`config.mk`:
```
export PLATFORM = sky130hd
export DESIGN_NAME = instr_fetch
export DESIGN_NICKNAME = d
export VERILOG_FILES = /design/src/rtl/mips_pkg.sv /design/src/rtl/fetch_queue.sv /design/src/rtl/instr_fetch.sv
export SDC_FILE = /design/constraint.sdc
export NUM_CORES = 1
export LEC_CHECK = 0
export BUFFER_PORTS_ARGS = -buffer_cell sky130_fd_sc_hd__buf_2
export CORE_ASPECT_RATIO = 0.6
export CORE_MARGIN = 5
export CORE_UTILIZATION = 52
export CTS_BUF_LIST = sky130_fd_sc_hd__clkbuf_4 sky130_fd_sc_hd__clkbuf_8
export CTS_CLUSTER_SIZE = 20
export DETAILED_ROUTE_END_ITERATION = 7
export GPL_TIMING_DRIVEN = 0
export PLACE_DENSITY = 0.76
export SLEW_MARGIN = 20
export SYNTH_ARGS = -nofsm -noshare
export SYNTH_HDL_FRONTEND = slang
export SYNTH_SLANG_ARGS = --single-unit
```
`constraint.sdc`:
```
create_clock -name clk -period 5 [get_ports clk]
set_input_delay 0.5 -clock clk [delete_from_list [all_inputs] [get_ports clk]]
set_output_delay 0.5 -clock clk [all_outputs]
set_load 0.02 [all_outputs]
```
`src/rtl/mips_pkg.sv`:
```
// Shared MIPS fetch definitions: opcodes, fetch FSM states and queue entry layout.
package mips_pkg;

  localparam logic [5:0]  OP_RTYPE         = 6'h00;
  localparam logic [5:0]  OP_J             = 6'h02;
  localparam logic [5:0]  OP_BEQ           = 6'h04;
  localparam logic [31:0] DEFAULT_RESET_PC = 32'h0000_0000;

  typedef enum logic [1:0] {
    IDLE      = 2'd0,
    WAIT      = 2'd1,
    WAIT_DROP = 2'd2
  } fetch_state_e;

  typedef struct packed {
    logic [31:0] pc;
    logic [31:0] instr;
  } fetch_entry_t;

endpackage

```
`src/rtl/fetch_queue.sv`:
```
// Small FIFO of fetched {pc, instr} entries with push, pop and whole-queue flush.
module fetch_queue
  import mips_pkg::*;
#(
  parameter int QDEPTH = 2
) (
  input  logic         clk,
  input  logic         rst,
  input  logic         push,
  input  logic         pop,
  input  logic         flush,
  input  fetch_entry_t push_entry,
  output fetch_entry_t head,
  output logic         full,
  output logic         empty
);

  localparam int PW = (QDEPTH > 1) ? $clog2(QDEPTH) : 1;
  localparam int CW = $clog2(QDEPTH + 1);
  localparam logic [PW-1:0] LAST_PTR = PW'(QDEPTH - 1);
  localparam logic [CW-1:0] DEPTH_C  = CW'(QDEPTH);

  fetch_entry_t  mem_q [QDEPTH];
  fetch_entry_t  mem_d [QDEPTH];
  logic [PW-1:0] rd_ptr_q, rd_ptr_d;
  logic [PW-1:0] wr_ptr_q, wr_ptr_d;
  logic [CW-1:0] count_q, count_d;

  function automatic logic [PW-1:0] next_ptr(input logic [PW-1:0] ptr);
    return (ptr == LAST_PTR) ? '0 : ptr + PW'(1);
  endfunction

  // Flush wins over a same-cycle push or pop.
  always_comb begin
    mem_d    = mem_q;
    rd_ptr_d = rd_ptr_q;
    wr_ptr_d = wr_ptr_q;
    count_d  = count_q;
    if (flush) begin
      rd_ptr_d = '0;
      wr_ptr_d = '0;
      count_d  = '0;
    end else begin
      if (push) begin
        mem_d[wr_ptr_q] = push_entry;
        wr_ptr_d        = next_ptr(wr_ptr_q);
      end
      if (pop) begin
        rd_ptr_d = next_ptr(rd_ptr_q);
      end
      if (push && !pop) begin
        count_d = count_q + CW'(1);
      end else if (pop && !push) begin
        count_d = count_q - CW'(1);
      end
    end
  end

  always_ff @(posedge clk) begin
    if (rst) begin
      for (int i = 0; i < QDEPTH; i++) begin
        mem_q[i] <= '0;
      end
      rd_ptr_q <= '0;
      wr_ptr_q <= '0;
      count_q  <= '0;
    end else begin
      mem_q    <= mem_d;
      rd_ptr_q <= rd_ptr_d;
      wr_ptr_q <= wr_ptr_d;
      count_q  <= count_d;
    end
  end

  assign head  = mem_q[rd_ptr_q];
  assign full  = (count_q == DEPTH_C);
  assign empty = (count_q == '0);

endmodule

```
`src/rtl/instr_fetch.sv`:
```
// Instruction fetch: single outstanding memory request feeding a small queue,
// with beq/j redirect taken when the head instruction is consumed.
module instr_fetch
  import mips_pkg::*;
#(
  parameter logic [31:0] RESET_PC = DEFAULT_RESET_PC,
  parameter int          QDEPTH   = 2
) (
  input  logic        clk,
  input  logic        rst,
  output logic        imem_req,
  output logic [31:0] imem_addr,
  input  logic        imem_ready,
  input  logic        imem_rvalid,
  input  logic [31:0] imem_rdata,
  input  logic        stall,
  input  logic        branch_taken,
  input  logic [31:0] branch_offset,
  input  logic        jump,
  input  logic [25:0] jump_target,
  output logic        instr_valid,
  output logic [31:0] instr,
  output logic [31:0] pc_out,
  output logic [5:0]  opcode,
  output logic [4:0]  rs,
  output logic [4:0]  rt,
  output logic [4:0]  rd,
  output logic [4:0]  shamt,
  output logic [5:0]  funct,
  output logic [15:0] immediate
);

  fetch_state_e state_q, state_d;
  logic [31:0]  pc_q, pc_d;
  logic [31:0]  req_pc_q, req_pc_d;

  fetch_entry_t head;
  fetch_entry_t push_entry;
  logic         q_full, q_empty;
  logic         accept, consume, redirect, push;
  logic [31:0]  head_plus4, redirect_target;

  assign imem_req    = !rst && (state_q == IDLE) && !q_full;
  assign imem_addr   = pc_q;
  assign accept      = imem_req && imem_ready;
  assign instr_valid = !rst && !q_empty;
  assign consume     = instr_valid && !stall;
  assign redirect    = consume && (jump || branch_taken);

  assign head_plus4      = head.pc + 32'd4;
  assign redirect_target = jump ? {head_plus4[31:28], jump_target, 2'b00}
                                : head_plus4 + (branch_offset << 2);

  // A response is kept only if nothing redirected since its request went out.
  assign push       = (state_q == WAIT) && imem_rvalid && !redirect;
  assign push_entry = '{pc: req_pc_q, instr: imem_rdata};

  always_comb begin
    state_d  = state_q;
    pc_d     = pc_q;
    req_pc_d = req_pc_q;
    if (accept) begin
      pc_d     = pc_q + 32'd4;
      req_pc_d = pc_q;
    end
    if (redirect) begin
      pc_d = redirect_target;
    end
    case (state_q)
      IDLE: begin
        if (accept) begin
          state_d = redirect ? WAIT_DROP : WAIT;
        end
      end
      WAIT: begin
        if (imem_rvalid) begin
          state_d = IDLE;
        end else if (redirect) begin
          state_d = WAIT_DROP;
        end
      end
      WAIT_DROP: begin
        if (imem_rvalid) begin
          state_d = IDLE;
        end
      end
      default: state_d = IDLE;
    endcase
  end

  always_ff @(posedge clk) begin
    if (rst) begin
      state_q  <= IDLE;
      pc_q     <= RESET_PC;
      req_pc_q <= RESET_PC;
    end else begin
      state_q  <= state_d;
      pc_q     <= pc_d;
      req_pc_q <= req_pc_d;
    end
  end

  fetch_queue #(
    .QDEPTH(QDEPTH)
  ) u_fetch_queue (
    .clk       (clk),
    .rst       (rst),
    .push      (push),
    .pop       (consume),
    .flush     (redirect),
    .push_entry(push_entry),
    .head      (head),
    .full      (q_full),
    .empty     (q_empty)
  );

  // With the queue empty, pc_out shows the PC about to be fetched.
  assign instr  = instr_valid ? head.instr : 32'h0;
  assign pc_out = rst ? RESET_PC : (instr_valid ? head.pc : pc_q);

  assign opcode    = instr[31:26];
  assign rs        = instr[25:21];
  assign rt        = instr[20:16];
  assign rd        = instr[15:11];
  assign shamt     = instr[10:6];
  assign funct     = instr[5:0];
  assign immediate = instr[15:0];

endmodule

```
; ---- Word level (Yosys, flattened, before mapping)
; Index checks and enable logic that the tools add are counted.
[classes]
add_sub_neg = 7
magnitude_cmp = 3
eq_ne = 6
muxes = 22
bitwise = 3
n_reduce_logical = 26
[ops]
columns = cell, count
row1 = two-way mux 64 bit, 4
row2 = two-way mux 32 bit, 6
row3 = bitwise mux 128 bit, 1
row4 = "adder 32 x 3 -> 32 bit, second input constant", 2
row5 = demux 64 bit (select 1 bit), 1
row6 = adder 32 bit, 1
row7 = two-way mux 2 bit, 7
row8 = logical AND 1 bit, 11
row9 = zero test 1 bit, 7
row10 = case mux 2 bit (3 select lines), 1
row11 = "equality test 2 bit, second input constant", 2
row12 = "greater-or-equal comparator 2 bit, second input constant", 2
row13 = zero test 2 bit, 2
row14 = "inequality test 2 bit, second input constant", 2
row15 = NOT 1 -> 2 bit, 2
row16 = nonzero test 2 bit, 2
row17 = "inequality test 3 bit, second input constant", 1
row18 = AND reduction 3 bit, 1
row19 = "adder 1 bit, second input constant", 2
row20 = "adder 2 x 1 -> 2 bit, second input constant", 1
row21 = "equality test 2 x 1 -> 1 bit, second input constant", 1
row22 = "less-than comparator 2 x 1 -> 1 bit, second input constant", 1
row23 = two-way mux 1 bit, 2
row24 = AND reduction 2 bit, 1
row25 = 4 further kinds, 4
[word_totals]
ff_bits = 198
inputBits = 97
output_inout_bits = 146
word_cells = 77

; ---- Logic depth before layout (Yosys ltp)
[depth]
word_depth = 11
mapped_depth = 25
mapped_depth_nobuf = 20

; ---- By module
; Synthesis repeated with hierarchy kept, for this count alone.
[unflattened]
cells_unflattened = 1532
area_unflattened_um2 = 11822.6
[by_module_without_submodules]
columns = module, n_inst, cells_each, area_each_um2, seq_area_each_um2
row1 = instr_fetch, 1, 884, 6436.2, 1321.3
row2 = fetch_queue, 1, 648, 5386.4, 2642.5

; ---- Worst setup path after synthesis
; No wires, ideal clock.
[synth_timing]
kind = register to register
start = register u_fetch_queue.rd_ptr_q
end = register pc_q[31] (netlist: imem_addr[31])
arrival_time_ns = 4.599
required_ns = 4.914
slack_ns = 0.316
path_stages_with_launch = 25
path_buffers = 5
synth_period_minus_slack_ns = 4.684
path_cell_list = dfxtp_1 -> buf_6 -> buf_4 -> buf_2 -> buf_1 -> mux2i_1 -> inv_1 -> ha_1 -> and4b_1 -> and3b_1 -> buf_6 -> and2_4 -> nand2_1 -> xor2_1 -> o21ai_0 -> ha_1 -> o21ai_0 -> nor2_1 -> o41ai_1 -> o211ai_1 -> o22ai_1 -> xor2_1 -> nor2_1 -> xnor2_1 -> a211oi_1
[synth_between]
elab_chain_len = 8
[synth_lines]
columns = element, line
row1 = "start, declared", fetch_queue.sv:25  ; logic [PW-1:0] rd_ptr_q, rd_ptr_d;
row2 = "start signal, assigned", fetch_queue.sv:69  ; rd_ptr_q <= rd_ptr_d;
row3 = NOT 1 -> 2 bit (not written as such) (*), fetch_queue.sv:75  ; assign head = mem_q[rd_ptr_q];
row4 = two-way mux 64 bit (not written as such) (*) (3 in series), fetch_queue.sv:75
row5 = adder 32 x 3 -> 32 bit (*), instr_fetch.sv:50  ; assign head_plus4 = head.pc + 32'd4;
row6 = adder 32 bit, instr_fetch.sv:52  ; : head_plus4 + (branch_offset << 2);
row7 = two-way mux 32 bit (*), instr_fetch.sv:51  ; assign redirect_target = jump ? {head_plus4[31:28], jump_target, 2'b00}
row8 = two-way mux 32 bit (*), instr_fetch.sv:66  ; if (redirect) begin
row9 = "end signal, assigned", instr_fetch.sv:98  ; pc_q <= pc_d;
row10 = "end, declared", instr_fetch.sv:34  ; logic [31:0] pc_q, pc_d;
; Every way passes the cells marked *; elsewhere a longest branch is shown, timed or not. The select of a mux whose other input is x is not followed.
; A chain may end at the register's enable or synchronous reset.

; ---- Final worst setup path
; Same ends and word-level chain as after synthesis.

==> out/qor.txt <==
==============================================================================
Crit-path slowest cell .......................................... sky130_fd_sc_hd__ha_1
Total power per unit cell area ..................................  245 mW/mm^2
Launch point of the worst reg-to-reg path ....................... u_fetch_queue.rd_ptr_q
Biggest fanout along the worst timing path ......................           14
Average via count per standard cell .............................         5.77
Setup violators final ...........................................            0
Global-route wire length before repair ..........................     60400 um
Net switching fraction of the power .............................        34.1%
Worst Hold Class ................................................ input port to flop
Cell variety after synth ........................................           72
Most common flop cell mapped by yosys ........................... sky130_fd_sc_hd__dfxtp_1
Max-capacitance violation count .................................            0
H-tree depth ....................................................            4
CORE AREA .......................................................  0.0220 mm^2
Syn Inst Count ..................................................         1545
Count of TritonRoute iterations in the first routing pass .......            5
Drt first-iter violations .......................................         1291
Setup Total Neg Slack ...........................................         0 ns
Cell-by-cell listing of the critical path ....................... buf_12, buf_8, mux2i_4, inv_1, ha_1, and4b_2, and3b_1, buf_6, a21o_1, nand3_1, o21ai_0, ha_1, o21a_1, o211ai_1, a2111oi_2, o21a_1, o22ai_1, xor2_1, nor2_1, xnor2_1, a211oi_1
Antenna viol nets, final ........................................            0
CP required .....................................................      5.40 ns
Worst Setup Path Type ........................................... flop to flop
Number of hold violations in the final report ...................            0
GP Congestion ...................................................        0.997
CTS buffer count ................................................           17
Yosys top cell by area .......................................... sky130_fd_sc_hd__dfxtp_1
All-layer global routing usage ..................................        29.6%
Combinational Power Share .......................................        19.9%
Initial core utilization ........................................        52.8%
Total gr overflow ...............................................            0
Outcome ......................................................... complete, no violations
Share of layout cells above drive strength 1 ....................        20.0%
Io pins .........................................................          243
Number of nets in the finished design ...........................         1940
Mapped cell area ................................................  0.0116 mm^2
Die outline area ................................................  0.0255 mm^2
Main area contributors after synthesis .......................... sky130_fd_sc_hd__dfxtp_1, sky130_fd_sc_hd__nand2_1, sky130_fd_sc_hd__a21oi_1
Time the final worst path needs with I/O delays and setup .......      4.74 ns
Max_slew headroom ...............................................        38.2%
Placement Rows ..................................................           42
Leakage Power ...................................................   0.00533 uW
Maximum clock path buffer count .................................            2
Synthesized flop and latch total ................................          198
Sequential area share after synthesis ...........................        34.1%
Clk_skew ........................................................    0.0257 ns
Total power of the final layout .................................      3350 uW
Net load switching power ........................................      1140 uW
Worst setup path startpoint ..................................... u_fetch_queue.rd_ptr_q
Syn-to-layout area delta ........................................        17.6%
Quantity of hold-fixing buffers added after cts .................            0
Clock sink count ................................................          198
Clk Tree Root Cell .............................................. sky130_fd_sc_hd__clkbuf_8
Largest net degree at the start of global routing ...............           29
TritonCTS clock tree ............................................          yes
Fin crit share ..................................................        94.9%
Width of the die ................................................       203 um
Number of global-route vias before repair .......................        11000
Top-area cell type share of the netlist area ....................        34.1%
Detailed-route wire length ......................................     40000 um
Chip Height .....................................................       126 um
Post-Synthesis Mean Instance Area ...............................    7.52 um^2
Worst IR Drop VDD ...............................................   0.000185 V
Number of enable-type register cells in the synthesized netlist .            0
Transition time at the pin with the least slew margin ...........     0.928 ns
Estimated wirelength of the detail-placed design ................     31500 um
DRC viols .......................................................            0
Max-slew violation total from the final report ..................            0
Insertion delay of the later-clocked pin in the worst-skew pair .      0.50 ns
Highest cell delay on the worst timing path .....................      0.43 ns
Initial antenna violation count .................................            0
Kind of start point of the critical path ........................         flop
Number of nets in the synthesized netlist .......................         1679
Clock share of power ............................................        30.2%
Average wire length per cell after detail routing ...............      19.0 um
Part of the total power dissipated in sequential elements .......        49.9%
Max frequency ...................................................      211 MHz
Internal power summed over all cells ............................      2210 uW
Worst setup EP type .............................................         flop
Startpoint of the tightest hold check path ...................... imem_rdata[19]
Synth warnings ..................................................            0
Clock-pin slew on the worst setup and hold paths ................      0.11 ns
Total number of vias ............................................        12200
Fill cell count .................................................         2079
FFs w/ async S/R, synth .........................................           0%
WP data arrival .................................................      5.14 ns
Port Buffers ....................................................          239
==============================================================================
## synth_stat cells (all sizes together) (3+ instances only)
library cell,count
a21o,16
clkbuf,78
mux2i,61
a21oi,170
a221oi,4
dfxtp,198
buf,69
a211oi,56
nor2,129
nand2b,36
nor4,5
nor3,21
o211ai,10
and3,6
a311oi,3
xor2,43
nand4b,4
o21a,6
inv,11
nand2,359
nand3,28
nor2b,9
xnor2,42
o21ai,70
o22ai,6
a31oi,9
nor3b,3
ha,36
and2,5
nand4,15
or2,4
## power groups by stage
stage | registers, uW | logic, uW | clock network [uW]
2_1_floorplan | 1710 | 385 | 0
3_3_place_gp | 1700 | 633 | 0
3_5_place_dp | 1700 | 641 | 0
4_1_cts | 1670 | 644 | 1000
5_1_grt | 1680 | 712 | 1070
6_report | 1670 | 665 | 1010
## worst paths after layout
check | slack (ns) | end | cells past startpoint
worst max-delay path | 0.26 | imem_addr[31] | 21
worst min register to register | 0.46 | u_fetch_queue.mem_q[83] | 2
worst max register to register | 0.26 | imem_addr[31] | 21
worst min-delay path | 0.25 | u_fetch_queue.mem_q[83] | 3
## logic make-up after synthesis
| kind of cell | Yosys count | synth area share [%] |
|---|---|---|
| muxes | 62 | 5.39 |
| DFF | 198 | 34.1 |
| buffers and inverters | 158 | 6.92 |
| xor gates and xnor gates | 85 | 6.41 |
| adders and majority gates | 37 | 4.05 |
| AOI/OAI and AO/OA | 373 | 19.3 |
| and+or+nand+nor | 632 | 23.8 |
## layout by cell type (no fill, tap or decap), types with 17 or more instances in the layout
cell                       count
sky130_fd_sc_hd__a211oi_1     54
sky130_fd_sc_hd__a21oi_1     169
sky130_fd_sc_hd__buf_2       246
sky130_fd_sc_hd__buf_4        52
sky130_fd_sc_hd__clkbuf_1     77
sky130_fd_sc_hd__clkbuf_8     18
sky130_fd_sc_hd__dfxtp_1     197
sky130_fd_sc_hd__ha_1         35
sky130_fd_sc_hd__mux2i_1      59
sky130_fd_sc_hd__nand2_1     358
sky130_fd_sc_hd__nand2b_1     36
sky130_fd_sc_hd__nand3_1      28
sky130_fd_sc_hd__nor2_1      129
sky130_fd_sc_hd__nor3_1       17
sky130_fd_sc_hd__o21ai_0      67
sky130_fd_sc_hd__xnor2_1      42
sky130_fd_sc_hd__xor2_1       43
## sequential cells by signal (all words and copies together), names as in the netlist
name	flops
imem_addr	32
req_pc_q	32
u_fetch_queue.count_q	2
state_q	2
u_fetch_queue.rd_ptr_q	1
u_fetch_queue.wr_ptr_q	1
u_fetch_queue.mem_q	128
## per-stage QoR
stage               utilization [%]  setup slack, ns  cells  hold WS [ns]  instance area (um^2)
detailed placement             59.8            -1.34   2070         0.446                 13200
finish                         62.1            0.256   2106         0.247                 13700
global route                   62.1         -0.00476   2105         0.230                 13700
floorplan                         -            0.316   1545         0.432                 11600
CTS                            61.6           0.0241   2101         0.235                 13600
global placement               59.8            -1.37   2070         0.441                 13200
## worst max-delay path, delay by kind of cell (launching register included)
family,cells,cell delay [ns]
mux,1,0.30
xor+xnor,2,0.36
compound gates,8,1.67
simple gates,4,0.67
flops,1,0.40
fa+ha+maj,2,0.66
buf+inv,4,0.56
## layout make-up
class / count / area, um^2 / share of cell area (%)
antenna: 1 / 2.50 / 0.0183
buffer: 145 / 777 / 5.69
clock buffer: 18 / 248 / 1.81
clock inverter: 14 / 115 / 0.842
inverter: 11 / 41.3 / 0.302
multi-input combinational: 1189 / 6910 / 50.5
sequential: 198 / 3970 / 29.0
tap: 286 / 358 / 2.62
timing repair buffer: 244 / 1250 / 9.16
## metal layers
layer / part of all wire, % / global-route usage (%) / vias up
met1: 46 / 44.8 / 5748
met5: 0 / 0 / -
met3: 10 / 6.91 / 51
li1: - / - / 5784
met2: 42 / 42.9 / 579
met4: 1.5 / 6.02 / 0
## timing repair
item | 4_1_cts | 5_1_grt
buffers inserted | 1 | 3
resized for setup | 16 | 10
endpoints found under the setup margin | 20 | 6
pin swaps | 2 | 4
cloned | 0 | 1
Note: power is estimated with default switching activity, not from simulation.
